<file path="config.mk">
export PLATFORM = sky130hd
export DESIGN_NAME = display_scan_flat
export DESIGN_NICKNAME = d
export VERILOG_FILES = /design/src/rtl/display_scan_pkg.sv /design/src/rtl/display_scan_if.sv /design/src/rtl/display_scan_scan_timer.sv /design/src/rtl/display_scan.sv /design/src/flat_wrapper.sv
export SDC_FILE = /design/constraint.sdc
export NUM_CORES = 1
export LEC_CHECK = 0
export ABC_CLOCK_PERIOD_IN_PS = 2300
export CAP_MARGIN = 40
export CORE_MARGIN = 5
export CORE_UTILIZATION = 50
export DETAILED_ROUTE_END_ITERATION = 10
export PLACE_DENSITY = 0.76
export SLEW_MARGIN = 20
export SYNTH_ARGS = -nofsm -noshare
export SYNTH_HDL_FRONTEND = slang
export SYNTH_SLANG_ARGS = --single-unit
</file>
<file path="constraint.sdc">
create_clock -name clk -period 2.3 [get_ports clk]
set_input_delay 0.69 -clock clk [delete_from_list [all_inputs] [get_ports clk]]
set_output_delay 0.69 -clock clk [all_outputs]
set_load 0.02 [all_outputs]
</file>
<file path="src/rtl/display_scan_pkg.sv">
// Shared types and constants for the 4-digit multiplexed 7-segment scanner.
// No ports: imported by display_scan_if, scan_timer and display_scan.
package display_scan_pkg;

    localparam int unsigned NUM_DIGITS = 4;
    localparam int unsigned SLOT_W     = 2;
    localparam int unsigned BCD_W      = 4;

    localparam logic [BCD_W-1:0]      DIG_BLANK = 4'hF;
    localparam logic [NUM_DIGITS-1:0] AN_OFF    = 4'b1111;

    typedef logic [SLOT_W-1:0] slot_t;

    typedef enum logic {
        PHASE_ON  = 1'b0,
        PHASE_OFF = 1'b1
    } blink_state_t;

    // Everything that is sampled together once per frame
    typedef struct packed {
        logic [NUM_DIGITS*BCD_W-1:0] digits;
        logic [NUM_DIGITS-1:0]       blank_mask;
        logic [NUM_DIGITS-1:0]       blink_mask;
    } frame_cfg_t;

    // Active-low anode pattern selecting a single slot
    function automatic logic [NUM_DIGITS-1:0] an_for_slot(input slot_t s);
        return ~(NUM_DIGITS'(1) << s);
    endfunction

endpackage

</file>
<file path="src/rtl/display_scan_if.sv">
// Display bus: digit/mask inputs toward the scanner and decoded scan outputs back.
//   digits[15:0]    packed BCD, [3:0]=digit0 (rightmost)
//   blank_mask[3:0] per-digit force-dark
//   blink_mask[3:0] per-digit blink enable
//   dig[3:0]        BCD code to segment decoder, 4'hF = blank
//   an[3:0]         active-low anode enables
//   frame_start     one-cycle pulse at the start of each frame
// master = producer of digits (driver side), slave = display_scan.
interface display_scan_if;
    import display_scan_pkg::*;

    logic [NUM_DIGITS*BCD_W-1:0] digits;
    logic [NUM_DIGITS-1:0]       blank_mask;
    logic [NUM_DIGITS-1:0]       blink_mask;
    logic [BCD_W-1:0]            dig;
    logic [NUM_DIGITS-1:0]       an;
    logic                        frame_start;

    modport master (
        output digits, blank_mask, blink_mask,
        input  dig, an, frame_start
    );

    modport slave (
        input  digits, blank_mask, blink_mask,
        output dig, an, frame_start
    );

endinterface

</file>
<file path="src/rtl/display_scan_scan_timer.sv">
// Scan timebase: tick counts 0..REFRESH_DIV-1 inside a slot, slot cycles 0..3.
//   clk, rst    clock, async active-high reset
//   slot        current digit slot
//   tick        cycle index within the slot
//   slot_start  high while tick==0
//   frame_wrap  high on the last tick of slot 3 (frame ends after this cycle)
module scan_timer
    import display_scan_pkg::*;
#(
    parameter int unsigned REFRESH_DIV = 100000,
    localparam int unsigned TICK_W     = (REFRESH_DIV > 1) ? $clog2(REFRESH_DIV) : 1
) (
    input  logic              clk,
    input  logic              rst,
    output slot_t             slot,
    output logic [TICK_W-1:0] tick,
    output logic              slot_start,
    output logic              frame_wrap
);

    localparam slot_t SLOT_LAST = slot_t'(NUM_DIGITS - 1);

    logic last_c;

    assign last_c = (tick == TICK_W'(REFRESH_DIV - 1));

    // slot_start/frame_wrap are registered one cycle ahead so they align with tick/slot
    always_ff @(posedge clk or posedge rst) begin
        if (rst) begin
            tick       <= '0;
            slot       <= '0;
            slot_start <= 1'b1;
            frame_wrap <= 1'b0;
        end else begin
            slot_start <= last_c;
            frame_wrap <= (slot == SLOT_LAST) && (tick == TICK_W'(REFRESH_DIV - 2));
            if (last_c) begin
                tick <= '0;
                slot <= slot + slot_t'(1);
            end else begin
                tick <= tick + TICK_W'(1);
            end
        end
    end

endmodule

</file>
<file path="src/rtl/display_scan.sv">
// Time-multiplexes four BCD digits onto a common-anode 7-segment display with
// per-frame latching, blanking, blinking and a leading dead time in each slot.
//   clk, rst  clock, async active-high reset
//   bus       display_scan_if.slave: digits/blank_mask/blink_mask in, dig/an/frame_start out
module display_scan
    import display_scan_pkg::*;
#(
    parameter int unsigned REFRESH_DIV  = 100000,
    parameter int unsigned BLANK_CYCLES = 1000,
    parameter int unsigned BLINK_FRAMES = 125
) (
    input  logic          clk,
    input  logic          rst,
    display_scan_if.slave bus
);

    localparam int unsigned TICK_W = (REFRESH_DIV > 1) ? $clog2(REFRESH_DIV) : 1;
    localparam int unsigned FCNT_W = (BLINK_FRAMES > 1) ? $clog2(BLINK_FRAMES) : 1;

    if (REFRESH_DIV < 2) begin : g_bad_div
        $error("REFRESH_DIV must be at least 2");
    end
    if (BLANK_CYCLES >= REFRESH_DIV) begin : g_bad_blank
        $error("BLANK_CYCLES must be below REFRESH_DIV");
    end
    if (BLINK_FRAMES < 1) begin : g_bad_blink
        $error("BLINK_FRAMES must be at least 1");
    end

    slot_t              slot;
    logic [TICK_W-1:0]  tick;
    logic               slot_start;
    logic               frame_wrap;

    scan_timer #(
        .REFRESH_DIV (REFRESH_DIV)
    ) u_timer (
        .clk        (clk),
        .rst        (rst),
        .slot       (slot),
        .tick       (tick),
        .slot_start (slot_start),
        .frame_wrap (frame_wrap)
    );

    frame_cfg_t shadow;
    frame_cfg_t live_c;
    frame_cfg_t eff_c;
    logic       frame_latch_c;

    assign live_c        = '{digits: bus.digits, blank_mask: bus.blank_mask, blink_mask: bus.blink_mask};
    assign frame_latch_c = slot_start && (slot == '0);
    // On the latch cycle use live inputs so slot 0 tick 0 already shows the new frame
    assign eff_c         = frame_latch_c ? live_c : shadow;

    // Frame shadow register: inputs only become visible at frame boundaries
    always_ff @(posedge clk or posedge rst) begin
        if (rst) begin
            shadow <= '0;
        end else if (frame_latch_c) begin
            shadow <= live_c;
        end
    end

    blink_state_t       blink_state, blink_state_n;
    logic [FCNT_W-1:0]  blink_cnt, blink_cnt_n;

    // Blink phase state register
    always_ff @(posedge clk or posedge rst) begin
        if (rst) begin
            blink_state <= PHASE_ON;
            blink_cnt   <= '0;
        end else begin
            blink_state <= blink_state_n;
            blink_cnt   <= blink_cnt_n;
        end
    end

    // Blink phase next state: toggle every BLINK_FRAMES frame wraps
    always_comb begin
        blink_state_n = blink_state;
        blink_cnt_n   = blink_cnt;
        if (frame_wrap) begin
            if (blink_cnt == FCNT_W'(BLINK_FRAMES - 1)) begin
                blink_cnt_n   = '0;
                blink_state_n = (blink_state == PHASE_ON) ? PHASE_OFF : PHASE_ON;
            end else begin
                blink_cnt_n = blink_cnt + FCNT_W'(1);
            end
        end
    end

    logic             lit_c;
    logic [BCD_W-1:0] digit_c;

    // tick+1 > BLANK_CYCLES avoids a constant compare when BLANK_CYCLES is 0
    assign lit_c   = ((32'(tick) + 32'd1) > BLANK_CYCLES)
                   && !eff_c.blank_mask[slot]
                   && !(eff_c.blink_mask[slot] && (blink_state == PHASE_OFF));
    assign digit_c = eff_c.digits[{slot, 2'b00} +: BCD_W];

    logic [NUM_DIGITS-1:0] an_q;
    logic [BCD_W-1:0]      dig_q;
    logic                  frame_start_q;

    // Registered output stage: one anode at most, blank code whenever dark
    always_ff @(posedge clk or posedge rst) begin
        if (rst) begin
            an_q          <= AN_OFF;
            dig_q         <= DIG_BLANK;
            frame_start_q <= 1'b0;
        end else begin
            an_q          <= lit_c ? an_for_slot(slot) : AN_OFF;
            dig_q         <= lit_c ? digit_c : DIG_BLANK;
            frame_start_q <= frame_latch_c;
        end
    end

    assign bus.an          = an_q;
    assign bus.dig         = dig_q;
    assign bus.frame_start = frame_start_q;

endmodule

</file>
<file path="src/flat_wrapper.sv">
// flat-port wrapper written by rule: the top's interface ports become plain ports
module display_scan_flat import display_scan_pkg::*;
#(
    parameter int unsigned REFRESH_DIV  = 100000,
    parameter int unsigned BLANK_CYCLES = 1000,
    parameter int unsigned BLINK_FRAMES = 125
)
  (clk, rst, bus_digits, bus_blank_mask, bus_blink_mask, bus_dig, bus_an, bus_frame_start);
  display_scan_if bus_i ();
  input  logic clk;
  input  logic rst;
  input wire logic [$bits(bus_i.digits)-1:0] bus_digits;
  input wire logic [$bits(bus_i.blank_mask)-1:0] bus_blank_mask;
  input wire logic [$bits(bus_i.blink_mask)-1:0] bus_blink_mask;
  output wire logic [$bits(bus_i.dig)-1:0] bus_dig;
  output wire logic [$bits(bus_i.an)-1:0] bus_an;
  output wire logic [$bits(bus_i.frame_start)-1:0] bus_frame_start;
  assign bus_i.digits = bus_digits;
  assign bus_i.blank_mask = bus_blank_mask;
  assign bus_i.blink_mask = bus_blink_mask;
  assign bus_dig = bus_i.dig;
  assign bus_an = bus_i.an;
  assign bus_frame_start = bus_i.frame_start;
  display_scan #(.REFRESH_DIV(REFRESH_DIV), .BLANK_CYCLES(BLANK_CYCLES), .BLINK_FRAMES(BLINK_FRAMES)) u_core (.clk(clk), .rst(rst), .bus(bus_i));
endmodule
</file>
# --- After elaboration in Yosys (flattened, before gate mapping) ---
# Index checks and enable logic that the tools add are counted.
totals:
  ff_bits: 62
  in_bits: 26
  out_inout_bits: 9
  wordCells: 44
classes:
  addsub: 4
  magnitude_cmp: 2
  n_eq_ne: 4
  n_shift: 2
  n_mux: 10
  bitwise: 1
  reduce_logical: 9
op_table:
  columns: ["cell", "count"]
  rows:
  - ["$eq 17x17->1 const B", 2]
  - ["$gt 32x10->1 const B", 1]
  - ["$mux 24", 1]
  - ["$add 17x1->18 const B", 1]
  - ["$add 17x1->17 const B", 1]
  - ["$mux 17", 1]
  - ["$shiftx 16x5->4", 1]
  - ["$mux 4", 2]
  - ["$add 7x1->7 const B", 1]
  - ["$eq 7x7->1 const B", 1]
  - ["$mux 7", 1]
  - ["$logic_and 1x1->1", 5]
  - ["$bmux 1 s2", 2]
  - ["$not 4->4", 1]
  - ["$shl 1x2->4 const A", 1]
  - ["$lt 2x3->1 const B", 1]
  - ["$mux 1", 3]
  - ["$add 2x1->2 const B", 1]
  - ["$eq 2x2->1 const B", 1]
  - ["$logic_not 1->1", 2]
  - ["$logic_not 2->1", 1]
  - ["$reduce_and 2->1", 1]

# --- Depth between registers and ports, before layout ---
depth:
  word_depth: 9
  mapped_depth: 11
  ltp_nobuf: 8

# --- Hierarchy ---
# A second synthesis with hierarchy kept.
hier_totals:
  hier_cells: 240
  hier_area_um2: 2912.8
modules_own_cells:
  columns: ["module", "instances", "cells_per_inst", "area_each_um2", "seq_area_each_um2"]
  rows:
  - ["display_scan", 1, 150, 1928.1, 1036.0]
  - ["scan_timer", 1, 90, 984.7, 526.8]

# --- Worst setup path after synthesis ---
# OpenSTA, ideal clock, no wires.
synth_path:
  kind: "flip-flop to flip-flop"
  from: "register u_core.u_timer.slot[1]"
  to: "register u_core.an_q[0] (netlist: u_core.bus.an[0])"
  setup_time_ps: 83
  arrival_ps: 2431
  required_ps: 2217
  slack_ps: -213
  stages_incl_launch_ff: 12
  n_path_buf: 3
  synth_period_minus_slack_ps: 2513
  cell_sequence: "dfrtp_1 clkbuf_1 clkinv_1 ha_1 and2_1 buf_2 buf_6 mux2i_1 o211a_1 o21ai_0 nand2_1 o211ai_1"
synth_between:
  elab_chain_len: 9
  elab_cells_between_ends: 15
  cone_classes: "1 x shift; 6 x mux; 1 x bitwise; 7 x reduce/logical"
synth_lines:
  columns: ["element", "line_no", "source"]
  rows:
  - ["from (decl)", "display_scan_scan_timer.sv:15", "output slot_t slot,"]
  - ["from (signal assigned)", "display_scan_scan_timer.sv:39", "slot <= slot + slot_t'(1);"]
  - ["$logic_not 2->1", "display_scan.sv:52", "assign frame_latch_c = slot_start && (slot == '0);"]
  - ["$logic_and 1x1->1", "display_scan.sv:52", null]
  - ["$mux 24", null, null]
  - ["$bmux 1 s2, on equally long branches", "display_scan.sv:98, display_scan.sv:99", null]
  - ["$mux 1, on equally long branches", "display_scan.sv:98, display_scan.sv:99", null]
  - ["$logic_not 1->1 or $logic_and 1x1->1 (tied branches)", "display_scan.sv:98, display_scan.sv:99", null]
  - ["$logic_and 1x1->1 or $logic_not 1->1 (tied branches)", "display_scan.sv:98, display_scan.sv:99", null]
  - ["$logic_and 1x1->1", "display_scan.sv:99", "&& !(eff_c.blink_mask[slot] && (blink_state == PHASE_OFF));"]
  - ["$mux 4 *", "display_scan.sv:113", "an_q <= lit_c ? an_for_slot(slot) : AN_OFF;"]
  - ["to (signal assigned)", "display_scan.sv:113", null]
  - ["to (decl)", "display_scan.sv:102", "logic [NUM_DIGITS-1:0] an_q;"]
# Mark *: on every way between the ends. The rest lies on a longest branch, timed or not. The select of a mux whose other input is x is not followed.
# A chain may end at the register's enable or synchronous reset.

# --- Final worst setup path ---
layout_path:
  from: "register u_core.dig_q[3] (netlist: u_core.bus.dig[3])"
  to: "output port bus_dig[3]"
layout_lines:
  columns: ["element", "line_no", "source"]
  rows:
  - ["from (decl)", "display_scan.sv:103", "logic [BCD_W-1:0] dig_q;"]
  - ["from (signal assigned)", "display_scan.sv:114", "dig_q <= lit_c ? digit_c : DIG_BLANK;"]
  - ["to (decl)", "flat_wrapper.sv:15", "output wire logic [$bits(bus_i.dig)-1:0] bus_dig;"]
# No word-level cell between the ends.

==> summary.md <==
| Metric | Value |
|---|---|
| Outcome | `complete, no violations` |
| Unique masters post-synth | `41` |
| Post-CTS setup buffer count | `0` |
| Comb power frac | `0.035` |
| Syn nets | `283` |
| Async set-reset flop share out of synthesis | `1.00` |
| Avg WL per Cell | `14.8 um` |
| Sequential share of the synthesized area | `0.533` |
| Worst r2r dst | `u_core.bus.dig[1]` |
| Crit-path max FO | `1` |
| Max clock buf depth | `2` |
| Vias after detailed routing | `roughly 2,000` |
| Hold path cells | `2` |
| First-pass GRT wire length | `9.47 mm` |
| Wire length on met3 | `313 um` |
| Fin. Hold Viols | `0` |
| Most common cell after layout, fill and taps aside | `dfrtp_1` |
| Buffers plus inverters on the worst setup path | `1` |
| Worst Hold Class | `reg2reg` |
| Least-Margin Pin Slew | `0.542 ns` |
| Max Slew Vio Count | `0` |
| Largest incremental delay on the critical path | `0.60 ns` |
| Fin nets | `332` |
| Reg2reg start | `u_core.u_timer.slot[0]` |
| Number of clock sinks | `62` |
| Core ar. | `0.00561 sq mm` |
| Max Cap Viol | `0` |
| Minimum clock period | `2.14 ns` |
| Clock latency on the worst-skew pair | `0.33 ns` |
| Setup TNS | `0 ns` |
| Slowest CP cell | `clkdlybuf4s50_1` |
| Largest net degree at the start of global routing | `63` |
| Layout cells sized above 1 | `0.252` |
| Startpoint types | `flip-flop` |
| Cell leakage power | `1.69 nW` |
| Total GRT Usage | `0.162` |
| Input/output buffers | `34` |
| Sw Share | `0.216` |
| Synth Warn # | `0` |
| Hold_sp | `u_core.shadow[3]` |
| CP required | `roughly 1.6 ns` |
| Initial DRC count | `85` |
| Reg2Reg Depth | `8` |
| Final RePlAce weighted congestion | `0.828` |
| Rel. slew slack | `0.637` |
| Antenna diodes | `0` |
| Max layer used | `met4` |
| Sequential share of power | `0.564` |
| Maximum VDD drop | `0.377 mV` |
| Layout Area Growth over Synthesis | `22.6%` |
| Ports | `35` |
| P_int | `roughly 1.5 mW` |
| Number of flops mapped to enable cells by yosys | `0` |
| Clk pwr share | `0.401` |
| Power Density | `538 mW/mm^2` |
| Number of vias per cell | `roughly 5.3` |
| H-tree levels | `3` |
| GRT overflow | `0` |
| DIE WIDTH | `86.6 um` |
| Layout Utilization | `0.641` |
| Initial antenna violation count | `0` |
| WL final | `approximately 5.5 mm` |
| Switching pwr | `0.418 mW` |
| Vias in the first global route | `2,052` |
| Mapped Avg Cell Area | `11.8 sq um` |
| M1 WL | `2.62 mm` |
| Cell Chain, Critical Path | `clkdlybuf4s50_1` |
| Initial Util | `0.523` |
| Full die area | `0.00750 sq mm` |
| CTS clk-pin slew, worst paths | `0.06 ns` |
| Setup crit end kind | `output pin` |
| Mapped Area | `0.00293 sq mm` |
| Placed wire-length estimate | `approximately 4.1 mm` |
| Die Span Y | `86.6 um` |
| DRC | `0` |
| CTS buffer count | `9` |
| Register bit total from synthesis | `62` |
| Clock root buffer | `clkbuf_8` |
| Crit path max-delay family | `buffers and inverters` |
| CTS tree | `built` |
| Routed met2 length | `2.54 mm` |
| Max Fclk | `467 MHz` |
| Fill cells | `around 440` |
| Post-route ant nets | `0` |
| R2R setup slack | `0.18 ns` |
| Final setup viols | `0` |
| Final critical-path share of the clock period | `0.932` |
| Syn Inst Count | `248` |
| Num rows | `27` |
| Crit path DAT | `roughly 1.5 ns` |
| Hold path endpoint | `u_core.shadow[3]` |
| Most frequent cells in the layout | `dfrtp_1 (53), clkdlybuf4s50_1 (34), mux2_2 (28)` |
| Skew final | `0.00792 ns` |
| Critical Setup Path Class | `reg2out` |
| RSZ-0062 raised after global routing | `no` |
| Cts hold-fix bufs | `0` |
| Main flop type after synthesis | `dfrtp_1` |
| DRT Pass-1 Iters | `4` |
## routing by layer
| layer | up-vias | track usage |
|---|---|---|
| met2 | 42 | 0.246 |
| met3 | 6 | 0.0485 |
| met1 | 955 | 0.219 |
| met5 | - | 0 |
| li1 | 968 | - |
| met4 | 0 | 0.0595 |
## synth_stat cells, drive strengths merged, types with 4 or more instances
| cell | instances | area, sq um |
|---|---|---|
| inv | 12 | 45.0 |
| buf | 5 | 40.0 |
| nand2 | 13 | 48.8 |
| ha | 9 | 113 |
| xor2 | 12 | 105 |
| o211ai | 5 | 37.5 |
| nor2 | 21 | 78.8 |
| dfstp | 9 | 236 |
| mux2i | 5 | 50.1 |
| and3 | 6 | 37.5 |
| o22ai | 4 | 25.0 |
| xnor2 | 10 | 87.6 |
| dfrtp | 53 | 1330 |
| nand3 | 9 | 50.1 |
| o21ai | 13 | 65.1 |
| mux2 | 28 | 315 |
| nand4 | 6 | 43.8 |
## power groups by stage
| stage | logic [mW] | registers [mW] | clock network, mW |
|---|---|---|---|
| floorplan | 0.0162 | 1.11 | 0 |
| global placement | 0.0682 | 1.11 | 0 |
| detailed placement | 0.0688 | 1.11 | 0 |
| CTS | 0.0695 | 1.09 | 0.792 |
| global route | 0.0748 | 1.09 | 0.848 |
| finish | 0.0674 | 1.09 | 0.775 |
## kinds of logic (layout without fill, tap and decap cells)
kind of cell	count (synthesis)	in the layout	share of synthesized area
muxes	33	33	0.125
adders and majority gates	9	9	0.0384
buffers and inverters	21	75	0.0341
AOI/OAI and AO/OA	33	33	0.0815
xor gates and xnor gates	22	22	0.0657
and+or+nand+nor	68	68	0.123
DFF	62	62	0.533
## per-stage QoR
step	worst slack (ns)	std cells	cell area, sq um	power, mW	hold WS, ns
CTS	0.0328	374	3590	1.95	0.484
global placement	0.144	358	3430	1.18	0.463
global route	0.0207	374	3600	2.01	0.499
detailed placement	0.0675	358	3430	1.18	0.469
finish	0.157	374	3600	1.93	0.486
floorplan	0.00908	248	2930	1.13	0.446
## worst max path at each step
stage,startpoint,endpoint,slack [ns],cells past startpoint
after CTS,u_core.u_timer.slot[0],u_core.bus.an[3],0.03,9
final,u_core.bus.dig[3],bus_dig[3],0.16,1
after global routing,u_core.u_timer.slot[0],u_core.bus.dig[3],0.02,8
after global placement,bus_blink_mask[1],u_core.bus.dig[1],0.14,6
after detailed placement,u_core.u_timer.slot[0],u_core.bus.an[3],0.07,9
after floorplan,u_core.u_timer.slot[1],u_core.bus.an[0],0.009,11
## state kept, by name (all words and copies together) (netlist names)
| signal | flops |
|---|---|
| u_core.blink_cnt | 7 |
| u_core.u_timer.slot_start | 1 |
| u_core.bus.frame_start | 1 |
| u_core.shadow | 24 |
| u_core.u_timer.slot | 2 |
| u_core.u_timer.frame_wrap | 1 |
| u_core.bus.dig | 4 |
| u_core.u_timer.tick | 17 |
| u_core.blink_state | 1 |
| u_core.bus.an | 4 |
## layout make-up
type / instances / area (sq um) / share of cell area
Clock buffer: 11 / 131 / 0.0365
Inverter: 13 / 50.0 / 0.0139
Tap cell: 72 / 90.1 / 0.0251
Timing Repair Buffer: 46 / 455 / 0.127
Clock inverter: 5 / 27.5 / 0.00765
Sequential cell: 62 / 1560 / 0.435
Multi-Input combinational cell: 165 / 1280 / 0.356
## repair_timing
item,in CTS,in global routing
endpoints found under the hold margin,0,0
resized for setup,0,3
endpoints found under the setup margin,0,8
No activity file was read; power rests on OpenSTA's default activity.
==> patch 1, RTL diff (same settings) <==
`BLINK_FRAMES` is set to 125 in 2 places; all go to 250.
--- a/src/rtl/display_scan.sv
+++ b/src/rtl/display_scan.sv
@@ -9,3 +9,3 @@
     parameter int unsigned BLANK_CYCLES = 1000,
-    parameter int unsigned BLINK_FRAMES = 125
+    parameter int unsigned BLINK_FRAMES = 250
 ) (
--- a/src/flat_wrapper.sv
+++ b/src/flat_wrapper.sv
@@ -5,3 +5,3 @@
     parameter int unsigned BLANK_CYCLES = 1000,
-    parameter int unsigned BLINK_FRAMES = 125
+    parameter int unsigned BLINK_FRAMES = 250
 )
Function: same outputs for any inputs over 10 cycles, from zero or initial values and one cycle with rst high; that may be too few to reach the edited logic, so the function may still have changed.
==> patch 1 against the original RTL <==
Design area up 5.6%. Sequential cell count up 1. Power up 4.8%. Maximum frequency down 0.97%. Wire length up 13%. Synthesized cell count up 27%. Largest cell class unchanged. Combinational power up 2%. Largest power group unchanged. Area after synthesis up 8.0%. Sequential share of layout area down 1.6 points. Via count up 20%. Setup slack worse by 21 ps.
==> patch 1: results (changes against the original RTL) <==
PWR
-------------------------------------------------------------------------------------
Max VDD drop                                                                   362 uV   -3.8%
Static Leak                                                                   1.58 nW   -6.3%
Clock network fraction of design power                                          0.419   +0.018
Reported combinational group power                                          0.0689 mW   +2%

PLACED DESIGN
-------------------------------------------------------------------------------------
Number of placed instances, taps included                                         421   +18%
Placer's final routability congestion estimate                                  0.884   +6.8%
Detail Placement HPWL                                                         4.51 mm   +10%

HOLD PATH
-------------------------------------------------------------------------------------
Worst Hold Path EP                                                       u_core.shadow[19]
Worst hold start                                                         u_core.shadow[19]

CELLS AND AREA
-------------------------------------------------------------------------------------
Filler-free cell count of the finished design                                     437   +17%
Share of final-layout standard cells stronger than drive strength 1             0.186   -0.0655
Top flop regs                                                            u_core.shadow x24, u_core.u_timer.tick x17, u_core.blink_cnt x8
Number of fill cells in the layout                                                517   +19%
Total number of nets in the final design                                          390   +17%

GLOBAL ROUTING
-------------------------------------------------------------------------------------
First-pass GRT wire length                                                    10.8 mm   +14%
Maximum number of pins on one net before global-route repair                       35   -44%
Number of global-route vias before repair                                        2333   +14%
Tot GR Track Use                                                                0.176   +0.0144

SYNTHESIS
-------------------------------------------------------------------------------------
Cell types with the largest area share after synthesis                   dfrtp_1 (43%), nand2_1 (7.9%), dfstp_2 (7.5%)
Syn Inst Count                                                                    316   +27%
Share of the yosys chip area belonging to registers                             0.501   -0.0317
Async S/R FF share, synth                                                        1.00   unchanged
Cell variety after synth                                                           52   +27%
Number of nets produced by synthesis                                              351   +24%
Post-synth top cells                                                     nand2_1 (67), dfrtp_1 (54), nand3_1 (16), nor2_1 (16), xnor2_1 (12)

OUTCOME
-------------------------------------------------------------------------------------
Outcome                                                                     completed

WORST SETUP PATH
-------------------------------------------------------------------------------------
Data arrival time of the critical path                                        1470 ps   +20 ps
Worst R2R Path Depth                                                               10   +2
End of the worst register-to-register path                               u_core.bus.dig[2]

ROUTING
-------------------------------------------------------------------------------------
Final WL                                                                      6.23 mm   +13%
Count of routing violations after the opening detailed-route iteration             93   +9.4%
Via density                                                                      5.41   +2.7%

STA
-------------------------------------------------------------------------------------
Slew at the pin closest to its max-slew limit                                  494 ps   -48.6 ps

CLOCK NETWORK
-------------------------------------------------------------------------------------
Worst-path clk slew                                                             80 ps   +20 ps
Clk_lat worst skew                                                             350 ps   +20 ps

patch 1: worst max-delay path by stage:
stage,from,cells past startpoint,end
after floorplan,rst,1,u_core.blink_cnt[0]
after global placement,bus_blank_mask[2],7,u_core.bus.an[0]
after detailed placement,bus_blank_mask[0],6,u_core.bus.dig[2]
after CTS,u_core.u_timer.slot[0],10,u_core.bus.dig[2]
after global routing,u_core.u_timer.slot[0],10,u_core.bus.dig[3]
final,u_core.bus.an[2],1,bus_an[2]
patch 1: through the flow:
stage	setup slack (ps)	area (um^2)	power (mW)	utilization	hold slack (ps)
5_1_grt	62.5	3800	2.10	0.608	489
3_5_place_dp	69.8	3610	1.20	0.578	455
3_3_place_gp	96.0	3610	1.20	0.578	453
4_1_cts	87.7	3790	2.05	0.607	475
2_1_floorplan	55.1	3170	1.15	-	436
6_report	136	3800	2.03	0.608	473
patch 1: what timing repair did:
item                                    in CTS  in global routing
buffers inserted                             0                  0
endpoints found under the setup margin       0                  3
gates resized for setup                      0                  1
endpoints found under the hold margin        0                  0
patch 1: metal layers:
metal,wire [um],vias up,GRT usage
met5,0,-,0
met4,102,0,0.0880
met3,290,9,0.0328
met2,2930,50,0.275
met1,2900,1145,0.236
li1,-,1161,-
patch 1: layout make-up:
class | count | share of cell area
clock buffers | 10 | 0.0336
clock inverters | 6 | 0.0129
inverters | 11 | 0.0115
multi-input cells | 226 | 0.386
flip-flops and latches | 63 | 0.418
well taps | 77 | 0.0254
repair buffers | 44 | 0.113
patch 1: cells by family after synthesis:
family | Yosys count | share of synthesized area
XOR/XNOR | 21 | 0.0581
AO/OA/AOI/OAI | 39 | 0.0873
buffers and inverters | 27 | 0.0407
adder cells (fa/ha/maj) | 9 | 0.0355
multiplexers | 17 | 0.0624
AND/OR/NAND/NOR | 140 | 0.215
flip-flops | 63 | 0.501
==> patch 2, RTL diff (config.mk and constraints unchanged) <==
Made on the original files. Compare `tick` against `TICK_W'(REFRESH_DIV - 2)` with >= in place of ==. Comments in the files are not updated.
--- a/src/rtl/display_scan_scan_timer.sv
+++ b/src/rtl/display_scan_scan_timer.sv
@@ -35,3 +35,3 @@
             slot_start <= last_c;
-            frame_wrap <= (slot == SLOT_LAST) && (tick == TICK_W'(REFRESH_DIV - 2));
+            frame_wrap <= (slot == SLOT_LAST) && (tick >= TICK_W'(REFRESH_DIV - 2));
             if (last_c) begin
Behaviour: same outputs for any inputs over 10 cycles, from zero or initial values and one cycle with rst high; that may be too few to reach the edited logic, so the function may still have changed.
==> patch 2 against the original RTL <==
Area after synthesis grew 2.7%. Power increased by 12%. Sequential cell count unchanged. Maximum frequency is 1.4% lower. Hold slack improved by 2.1 ps. Wire length rose by 6.7%. Design area grew 5.2%. Setup slack lost 31 ps. Critical path type unchanged. Largest power group unchanged.
==> patch 2: results (changes against the original RTL) <==
PLACED DESIGN
-------------------------------------------------------------------------------------
Placer's final routability congestion estimate                                  0.793   -4.3%
Instance area after placement                                               3550 um^2   +3.7%
Detail Placement HPWL                                                         4.20 mm   +2.9%
Pre-CTS setup slack                                                          -13.0 ps   -80.5 ps

SYNTHESIS
-------------------------------------------------------------------------------------
Number of nets produced by synthesis                                              303   +7.1%
Share of the yosys chip area belonging to registers                             0.519   -0.0139
Syn Area/Cell                                                               11.2 um^2   -5.0%
Cell variety after synth                                                           45   +9.8%
Cell types with the largest area share after synthesis                   dfrtp_1 (44%), dfstp_2 (7.9%), mux2_2 (7.5%)
Post-synth top cells                                                     dfrtp_1 (53), nor2_1 (22), mux2_2 (20)

WORST SETUP PATH
-------------------------------------------------------------------------------------
Origin of the critical flop-to-flop path                                 u_core.u_timer.tick[0]
Worst reg2reg setup slack                                                      150 ps   -30 ps
Worst R2R Path Depth                                                                7   -1
End of the worst register-to-register path                               u_core.bus.an[2]
Worst setup path startpoint                                              u_core.bus.dig[2]

STA
-------------------------------------------------------------------------------------
Relative max-transition margin                                                  0.765   +0.127

CELLS AND AREA
-------------------------------------------------------------------------------------
Share of final-layout standard cells stronger than drive strength 1             0.238   -0.0133
Total number of nets in the final design                                          354   +6.6%

OUTCOME
-------------------------------------------------------------------------------------
Outcome                                                                     completed

GLOBAL ROUTING
-------------------------------------------------------------------------------------
Maximum number of pins on one net before global-route repair                       41   -35%
Tot GR Track Use                                                                0.172   +0.0102

HOLD PATH
-------------------------------------------------------------------------------------
Hold depth                                                                          1   -1

ROUTING
-------------------------------------------------------------------------------------
WL met1                                                                       2.60 mm   -0.61%
Via density                                                                      5.23   -0.74%
Count of routing violations after the opening detailed-route iteration             67   -21%
Met2 wirelength from detailed routing                                         2.90 mm   +14%

PWR
-------------------------------------------------------------------------------------
Static Leak                                                                   1.69 nW   about the same
Max VDD drop                                                                   378 uV   +0.25%

## patch 2: cell types whose count changed after synthesis, sizes merged, moves of 4 or more
cell	change
mux2	-8
xor2	-4
inv	+4
mux2i	+9
nand3b	+4
or3	+4
xnor2	+5
a21oi	+6
o21ai	-7
a22o	+4
nand2	+5
nand3	+4
o22ai	-4
## patch 2: kinds of logic (layout without fill, tap and decap cells)
family                     count (synthesis)  count (layout)  synth area share
and+or+nand+nor                           85              85             0.155
adders and majority gates                  9               9            0.0374
AOI/OAI and AO/OA                         27              27            0.0623
muxes                                     34              34             0.121
xor gates and xnor gates                  23              23            0.0669
buffers and inverters                     28              83            0.0386
DFF                                       62              62             0.519
## patch 2: final cells by class
class | instances | area [um^2]
Clock buffer | 11 | 141
Clock inverter | 4 | 47.5
Fill cell | 465 | 2100
Inverter | 17 | 65.1
Multi-Input combinational cell | 178 | 1380
Sequential cell | 62 | 1570
Tap cell | 75 | 93.8
Timing Repair Buffer | 51 | 493
## patch 2: per-layer routing
metal,vias to the layer above,track usage
met4,0,0.0907
met1,1006,0.214
met2,31,0.282
met5,-,0
li1,1029,-
met3,16,0.0357
## patch 2: how the worst max path moves through the flow
stage / to / slack (ps) / cells past startpoint
final: bus_dig[2] / 130 / 1
after global routing: u_core.bus.an[3] / 5 / 8
after CTS: u_core.bus.an[3] / 30 / 7
after detailed placement: u_core.bus.an[3] / -10 / 6
after global placement: u_core.bus.an[3] / 50 / 6
after floorplan: u_core.bus.an[0] / 20 / 9
## patch 2: where the power goes
part | internal, mW | total, mW | switching (mW) | leakage [nW]
Combinational | 0.0676 | 0.115 | 0.0478 | 0.828
Clock | 0.520 | 0.935 | 0.415 | 0.0952
Sequential | 1.11 | 1.12 | 0.00452 | 0.763
## patch 2: what timing repair did
action                                  4_1_cts  5_1_grt
endpoints found under the hold margin         0        0
endpoints found under the setup margin        0        8
resized for setup                             0        8
